--- config.mk ---
export PLATFORM = sky130hd
export DESIGN_NAME = uart_rx_bps
export DESIGN_NICKNAME = d
export VERILOG_FILES = /design/src/rtl/uart_pkg.sv /design/src/rtl/uart_bit_timer.sv /design/src/rtl/uart_rx_bps.sv
export SDC_FILE = /design/constraint.sdc
export NUM_CORES = 1
export LEC_CHECK = 0
export CAP_MARGIN = 20
export CORE_UTILIZATION = 35
export CTS_CLUSTER_DIAMETER = 150
export DETAILED_ROUTE_END_ITERATION = 6
export HOLD_SLACK_MARGIN = 0.08
export PLACE_DENSITY = 0.55
export SLEW_MARGIN = 15
export SYNTH_ARGS = -nofsm -noshare
export SYNTH_HDL_FRONTEND = slang
export SYNTH_SLANG_ARGS = --single-unit
--- constraint.sdc ---
create_clock -name clk -period 2.2 [get_ports clk]
set_input_delay 0.66 -clock clk [delete_from_list [all_inputs] [get_ports clk]]
set_output_delay 0.66 -clock clk [all_outputs]
set_load 0.01 [all_outputs]
--- src/rtl/uart_pkg.sv ---
// Shared definitions for the uart_rx_bps receiver: FSM state encoding and default bit timing.
package uart_pkg;

    typedef enum logic [2:0] {
        S_IDLE   = 3'd0,
        S_START  = 3'd1,
        S_DATA   = 3'd2,
        S_PARITY = 3'd3,
        S_STOP   = 3'd4
    } state_e;

    // 100 MHz clock at 9600 baud.
    localparam int DEFAULT_CLKS_PER_BIT = 10417;

endpackage

--- src/rtl/uart_bit_timer.sv ---
// Bit-period cycle counter for the UART receiver: clears on request, wraps at the end of
// each bit period, and strobes at half and full period.
module uart_bit_timer #(
    parameter int CLKS_PER_BIT = 16
) (
    input  logic clk,
    input  logic srst_i,
    input  logic clear_i,
    output logic half_o,
    output logic full_o
);
    localparam int CW = $clog2(CLKS_PER_BIT);
    localparam logic [CW-1:0] HALF_CNT = CW'(CLKS_PER_BIT / 2 - 1);
    localparam logic [CW-1:0] FULL_CNT = CW'(CLKS_PER_BIT - 1);

    logic [CW-1:0] cnt_q, cnt_d;

    assign half_o = (cnt_q == HALF_CNT);
    assign full_o = (cnt_q == FULL_CNT);

    // Wrapping at the full-period value keeps the count inside its range in every state.
    always_comb begin
        cnt_d = cnt_q + CW'(1);
        if (clear_i || full_o) begin
            cnt_d = '0;
        end
    end

    always_ff @(posedge clk) begin
        if (srst_i) begin
            cnt_q <= '0;
        end else begin
            cnt_q <= cnt_d;
        end
    end

endmodule

--- src/rtl/uart_rx_bps.sv ---
// UART receiver with centre sampling, one-entry holding register and error pulses.
// Define UART_RX_PARITY_EN to add a parity bit between data and stop.
module uart_rx_bps
    import uart_pkg::*;
#(
    parameter int CLKS_PER_BIT = DEFAULT_CLKS_PER_BIT,
    parameter int DATA_BITS    = 8,
    parameter bit PARITY_ODD   = 1'b0
) (
    input  logic                 clk,
    input  logic                 rst_n,
    input  logic                 rxd,
    input  logic                 rx_ack,
    output logic [DATA_BITS-1:0] rx_data,
    output logic                 rx_valid,
    output logic                 busy,
    output logic                 frame_err,
    output logic                 overrun_err,
    output logic                 parity_err
);
    localparam int BW = $clog2(DATA_BITS + 1);

    state_e               state_q, state_d;
    logic                 sync1_q, sync2_q, prev_q;
    logic [BW-1:0]        bit_cnt_q, bit_cnt_d;
    logic [DATA_BITS-1:0] shreg_q, shreg_d;
    logic [DATA_BITS-1:0] data_q, data_d;
    logic                 valid_q, valid_d;
    logic                 fe_q, fe_d, oe_q, oe_d, pe_q, pe_d;
    logic                 rx_s, fall, tmr_clear, half, full, par_bad;

    assign rx_s = sync2_q;
    assign fall = prev_q & ~rx_s;

    uart_bit_timer #(.CLKS_PER_BIT(CLKS_PER_BIT)) u_timer (
        .clk     (clk),
        .srst_i  (rst_n),
        .clear_i (tmr_clear),
        .half_o  (half),
        .full_o  (full)
    );

`ifdef UART_RX_PARITY_EN
    logic par_q, par_d;
    assign par_bad = (par_q != ((^shreg_q) ^ PARITY_ODD));
`else
    logic unused_parity_cfg;
    assign unused_parity_cfg = PARITY_ODD;
    assign par_bad = 1'b0;
`endif

    always_comb begin
        state_d   = state_q;
        bit_cnt_d = bit_cnt_q;
        shreg_d   = shreg_q;
        data_d    = data_q;
        valid_d   = valid_q;
        fe_d      = 1'b0;
        oe_d      = 1'b0;
        pe_d      = 1'b0;
        tmr_clear = 1'b0;
`ifdef UART_RX_PARITY_EN
        par_d     = par_q;
`endif
        if (rx_ack && valid_q) begin
            valid_d = 1'b0;
        end
        case (state_q)
            S_IDLE: begin
                tmr_clear = 1'b1;
                if (fall) begin
                    bit_cnt_d = '0;
                    state_d   = S_START;
                end
            end
            S_START: begin
                if (half) begin
                    tmr_clear = 1'b1;
                    state_d   = rx_s ? S_IDLE : S_DATA;
                end
            end
            S_DATA: begin
                if (full) begin
                    shreg_d   = {rx_s, shreg_q[DATA_BITS-1:1]};
                    bit_cnt_d = bit_cnt_q + BW'(1);
                    if (bit_cnt_q == BW'(DATA_BITS - 1)) begin
`ifdef UART_RX_PARITY_EN
                        state_d = S_PARITY;
`else
                        state_d = S_STOP;
`endif
                    end
                end
            end
`ifdef UART_RX_PARITY_EN
            S_PARITY: begin
                if (full) begin
                    par_d   = rx_s;
                    state_d = S_STOP;
                end
            end
`endif
            S_STOP: begin
                // Error priority: framing, then parity, then overrun.
                if (full) begin
                    state_d = S_IDLE;
                    if (!rx_s) begin
                        fe_d = 1'b1;
                    end else if (par_bad) begin
                        pe_d = 1'b1;
                    end else if (valid_q && !rx_ack) begin
                        oe_d = 1'b1;
                    end else begin
                        data_d  = shreg_q;
                        valid_d = 1'b1;
                    end
                end
            end
            default: state_d = S_IDLE;
        endcase
    end

    always_ff @(posedge clk) begin
        if (rst_n) begin
            state_q   <= S_IDLE;
            sync1_q   <= 1'b1;
            sync2_q   <= 1'b1;
            prev_q    <= 1'b1;
            bit_cnt_q <= '0;
            shreg_q   <= '0;
            data_q    <= '0;
            valid_q   <= 1'b0;
            fe_q      <= 1'b0;
            oe_q      <= 1'b0;
            pe_q      <= 1'b0;
`ifdef UART_RX_PARITY_EN
            par_q     <= 1'b0;
`endif
        end else begin
            state_q   <= state_d;
            sync1_q   <= rxd;
            sync2_q   <= sync1_q;
            prev_q    <= sync2_q;
            bit_cnt_q <= bit_cnt_d;
            shreg_q   <= shreg_d;
            data_q    <= data_d;
            valid_q   <= valid_d;
            fe_q      <= fe_d;
            oe_q      <= oe_d;
            pe_q      <= pe_d;
`ifdef UART_RX_PARITY_EN
            par_q     <= par_d;
`endif
        end
    end

    assign rx_data     = data_q;
    assign rx_valid    = valid_q;
    assign busy        = (state_q != S_IDLE);
    assign frame_err   = fe_q;
    assign overrun_err = oe_q;
    assign parity_err  = pe_q;

endmodule

==> out/qor_table.md <==
| Step | Quantity | Reported |
| --- | --- | --- |
| power and ir drop | Static Leakage | 0.690 nW |
| cts | # Post-CTS Setup Buffers | 0 |
| setup path | Setup slack on the worst flop-to-flop path | 0.08 ns |
| timing | Setup Skew | 0.0108 ns |
| route | Post-detailed-route count of antenna-violating nets | 0 |
| setup path | Arrival time reported for the critical path endpoint | 1.48 ns |
| die | Die Outline Area | 5590 sq um |
| power and ir drop | IR drop worst, VDD | 262 uV |
| layout | Area growth from synthesis to layout | 22.6% |
| yosys | Warnings from Yosys | 0 |
| route | Routed WL per cell | 12.0 um |
| timing | Crit path time final | 2.14 ns |
| yosys | Top post-synthesis cells by area | sky130_fd_sc_hd__dfxtp_1 46%, sky130_fd_sc_hd__a21oi_1 5.7%, sky130_fd_sc_hd__o21ai_0 4.6%, sky130_fd_sc_hd__nor2_1 4.3%, sky130_fd_sc_hd__xnor2_1 4.3% |
| cts | Library cell used as clock root buffer | sky130_fd_sc_hd__clkbuf_8 |
| yosys | Synthesized net count | 224 |
| global route | First-pass GRT wire length | 6440 um |
| power and ir drop | Reg power frac | 58.2% |
| die | Die width | 74.8 um |
| hold path | Class of the most critical hold timing path | reg -> reg |
| die | Ports | 17 |
| setup path | Worst-case reg-to-reg path depth | 4 |
| timing | Final clock period utilization by the worst path | 97.1% |
| outcome | Result of the run | finished, final reports clean |
| yosys | Count of cell types in the netlist | 38 |
| placed design | Final Wtd Congestion | 0.789 |
| cts | H-tree depth | 2 |
| yosys | Cells after synthesis | 217 |
| cts | Buffers from clock root to sink, at most | 2 |
| timing | Worst hold margin | 0.417 ns |
| power and ir drop | Switching share of total power | 24.0% |
| yosys | Post-synthesis register bit count | 43 |
| setup path | Startpoint of the most critical setup path | state_q[0]$_SDFFE_PP0P_ |
| cts | Cts-stage hold buffer count | 0 |
| global route | Number of global-route vias before repair | 1406 |
| route | Via-to-Cell Ratio | 5.06 |
| power and ir drop | Int Pwr | 1.03 mW |
| power and ir drop | Pwr per Cell Area | 594 nW/um^2 |
| setup path | Count of buffering cells on the critical path with inverters included | 2 |
| layout | Antenna diodes | 0 |
| power and ir drop | Clock network power share | 39.0% |
| setup path | Reg-to-reg startpoint | u_timer.cnt_q[3]$_SDFF_PP0_ |
| run | Number of max-cap violations | 0 |
| yosys | Cell Area, Synth | 1850 sq um |
| cts | Insertion delay to the later sink of the worst-skew pair | 0.31 ns |
| route | Count of unresolved DRC violations after routing | 0 |
| placed design | HPWL after DPL | 2610 um |
| route | Total vias in the final route | 1584 |
| layout | Fraction of layout instances using a drive strength above 1 | 14.4% |
| die | Area of the core | 5110 sq um |
| setup path | Kind of critical path | reg -> out |
| cts | Clock-pin slew on the worst setup and hold paths | 0.09 ns |
| global route | Antenna violations before repair | 0 |
| route | DRC marker count from the first detailed-route iteration | 67 |
| yosys | Part of the Yosys area used for sequential elements | 46.4% |
| layout | # nets final | 249 |
| power and ir drop | Net switching component of the power | 0.325 mW |
| power and ir drop | Relative contribution of combinational cells to total power | 2.8% |
| setup path | CP Cell Sequence | nor3_2 > inv_1 > clkdlybuf4s50_1 |
| die | Height of the die | 74.8 um |
| timing | Total setup violations reported at the end of the flow | 0 |
| yosys | Avg Cell Area, Syn | 8.55 sq um |
| timing | Endpoints failing hold | 0 |
| global route | Gr usage total | 15.2% |
| layout | Final instance area | 2270 sq um |
| setup path | Cell family with the largest share of critical-path delay | buffers and inverters |
| setup path | Crit path capture type | output port |
| setup path | Critical Path Max Stage Delay | 0.53 ns |
| setup path | Endpoint of the worst setup timing path | busy |
| yosys | Main synth FF type | sky130_fd_sc_hd__dfxtp_1 |
| cts | Num CTS Buffers | 5 |
| timing | Number of slew-limit violations in the final report | 0 |
| yosys | Library cell with the largest summed area after synthesis | sky130_fd_sc_hd__dfxtp_1 |
| hold path | HP Start | sync1_q$_SDFF_PP1_ |
| setup path | Capture instance of the worst register-to-register path | bit_cnt_q[3]$_SDFFE_PP0P_ |
| global route | Residual overflow from global routing | 0 |
| yosys | Fraction of registers with async set or reset after synthesis | 0% |
| die | Starting Density | 36.3% |
| timing | Maximum clock frequency | 468 MHz |
| layout | Number of fillers in the final layout | 543 |
| cts | CTS tree | done |
| setup path | Data required time of the critical path | 1.54 ns |
| placed design | Placed inst area | 2170 sq um |
| yosys | Number of flops mapped to enable cells by yosys | 0 |
| setup path | Maximum fanout encountered on the critical timing path | 8 |
| route | Aggregate routed wire length | 3770 um |
| setup path | Startpoint class of the critical path | flop |
| route | Drt pass-1 iters | 4 |
| global route | Pin count of the biggest net entering global routing | 23 |
| die | Placement row count | 26 |
| placed design | Number of buffer cells added on primary ports | 15 |
| cts | Clock sink count | 43 |
| yosys | Area share of the largest cell type after synthesis | 46.4% |
| setup path | Number of cells on the critical path | 3 |
| setup path | Cell with the largest stage delay on the worst path | sky130_fd_sc_hd__clkdlybuf4s50_1 |
-- flip-flops by register name, summed over array words and instances (netlist names), 3 cells and up --
name	count
u_timer.cnt_q	14
rx_data	8
shreg_q	8
bit_cnt_q	4
state_q	3
-- layer usage --
layer  vias up  share of wire [%]  global-route usage, %
met5         -                  0                      0
met4         0                1.6                   5.66
met2        26                 46                   25.1
met3         5                3.8                   4.42
met1       727                 48                   18.7
li1        826                  -                      -
-- area by class of cell --
cell class	count	area (sq um)	share of cell area (%)
multi-input cells	153	928	40.8
flip-flops and latches	43	861	37.9
repair buffers	32	278	12.2
well taps	70	87.6	3.85
clock buffers	5	68.8	3.03
inverters	7	26.3	1.16
clock inverters	3	23.8	1.05
-- metrics by stage --
| step | setup WS [ns] | std cells | total power, mW | TNS, ns | util (%) |
|---|---|---|---|---|---|
| 2_1_floorplan | 0.0327 | 217 | 0.827 | 0 | - |
| 3_3_place_gp | 0.0617 | 305 | 0.842 | 0 | 42.5 |
| 3_5_place_dp | 0.0341 | 305 | 0.841 | 0 | 42.5 |
| 4_1_cts | 0.0260 | 313 | 1.37 | 0 | 44.3 |
| 5_1_grt | -0.0149 | 313 | 1.40 | -0.0267 | 44.5 |
| 6_report | 0.0645 | 313 | 1.35 | 0 | 44.5 |
-- cells in the final DEF, fill, tap and decap left out, drive strengths merged, types with 2 or more instances in the layout --
cell,instances
o211ai,3
nor3,7
dfxtp,43
nand3,14
a21oi,21
or2,3
nor4,4
nand4,10
clkdlybuf4s50,15
inv,8
clkinvlp,2
nor2,21
buf,17
or4bb,2
or3,2
nand3b,3
ha,3
xor2,2
or4,3
o21ai,17
nand2,9
nand2b,4
clkbuf,5
xnor2,9
o32ai,2
-- kinds of logic after synthesis --
kind of cell / after synthesis / synth area share [%]
adders and majority gates: 3 / 2.02
buffers and inverters: 21 / 4.52
DFF: 43 / 46.4
other: 1 / 0.202
xor gates and xnor gates: 11 / 5.20
and+or+nand+nor: 87 / 25.8
AOI/OAI and AO/OA: 51 / 15.9
-- what timing repair did --
| action | 4_1_cts | 5_1_grt |
|---|---|---|
| setup endpoints to repair | 1 | 3 |
| endpoints found under the hold margin | 0 | 0 |
| resized for setup | 1 | 3 |
| pin swaps | 0 | 1 |
-- worst min-delay path by stage --
stage,end,slack (ns),cells past startpoint
after detailed placement,rx_s$_SDFF_PP1_,0.40,1
after floorplan,rx_s$_SDFF_PP1_,0.39,1
after CTS,rx_s$_SDFF_PP1_,0.42,1
after global placement,rx_s$_SDFF_PP1_,0.39,1
final,rx_s$_SDFF_PP1_,0.42,1
after global routing,rx_s$_SDFF_PP1_,0.43,1
-- cells in the mapped netlist, drive strengths merged, types with 2 or more instances --
master  instances
dfxtp          43
a21oi          21
nor2           21
o21ai          17
nand3          14
clkbuf         12
nand4          10
nand2           9
xnor2           9
inv             7
nor3            7
nand2b          4
nor4            4
ha              3
nand3b          3
o211ai          3
or2             3
or4             3
buf             2
o32ai           2
or3             2
or4bb           2
xor2            2
-- power by group through the flow --
stage	clock network, mW	logic (mW)	registers (mW)
after global placement	0	0.0380	0.804
after CTS	0.544	0.0378	0.785
after floorplan	0	0.0248	0.802
final	0.527	0.0376	0.785
after global routing	0.574	0.0412	0.786
after detailed placement	0	0.0377	0.804
Note: power is estimated with default switching activity, not from simulation.
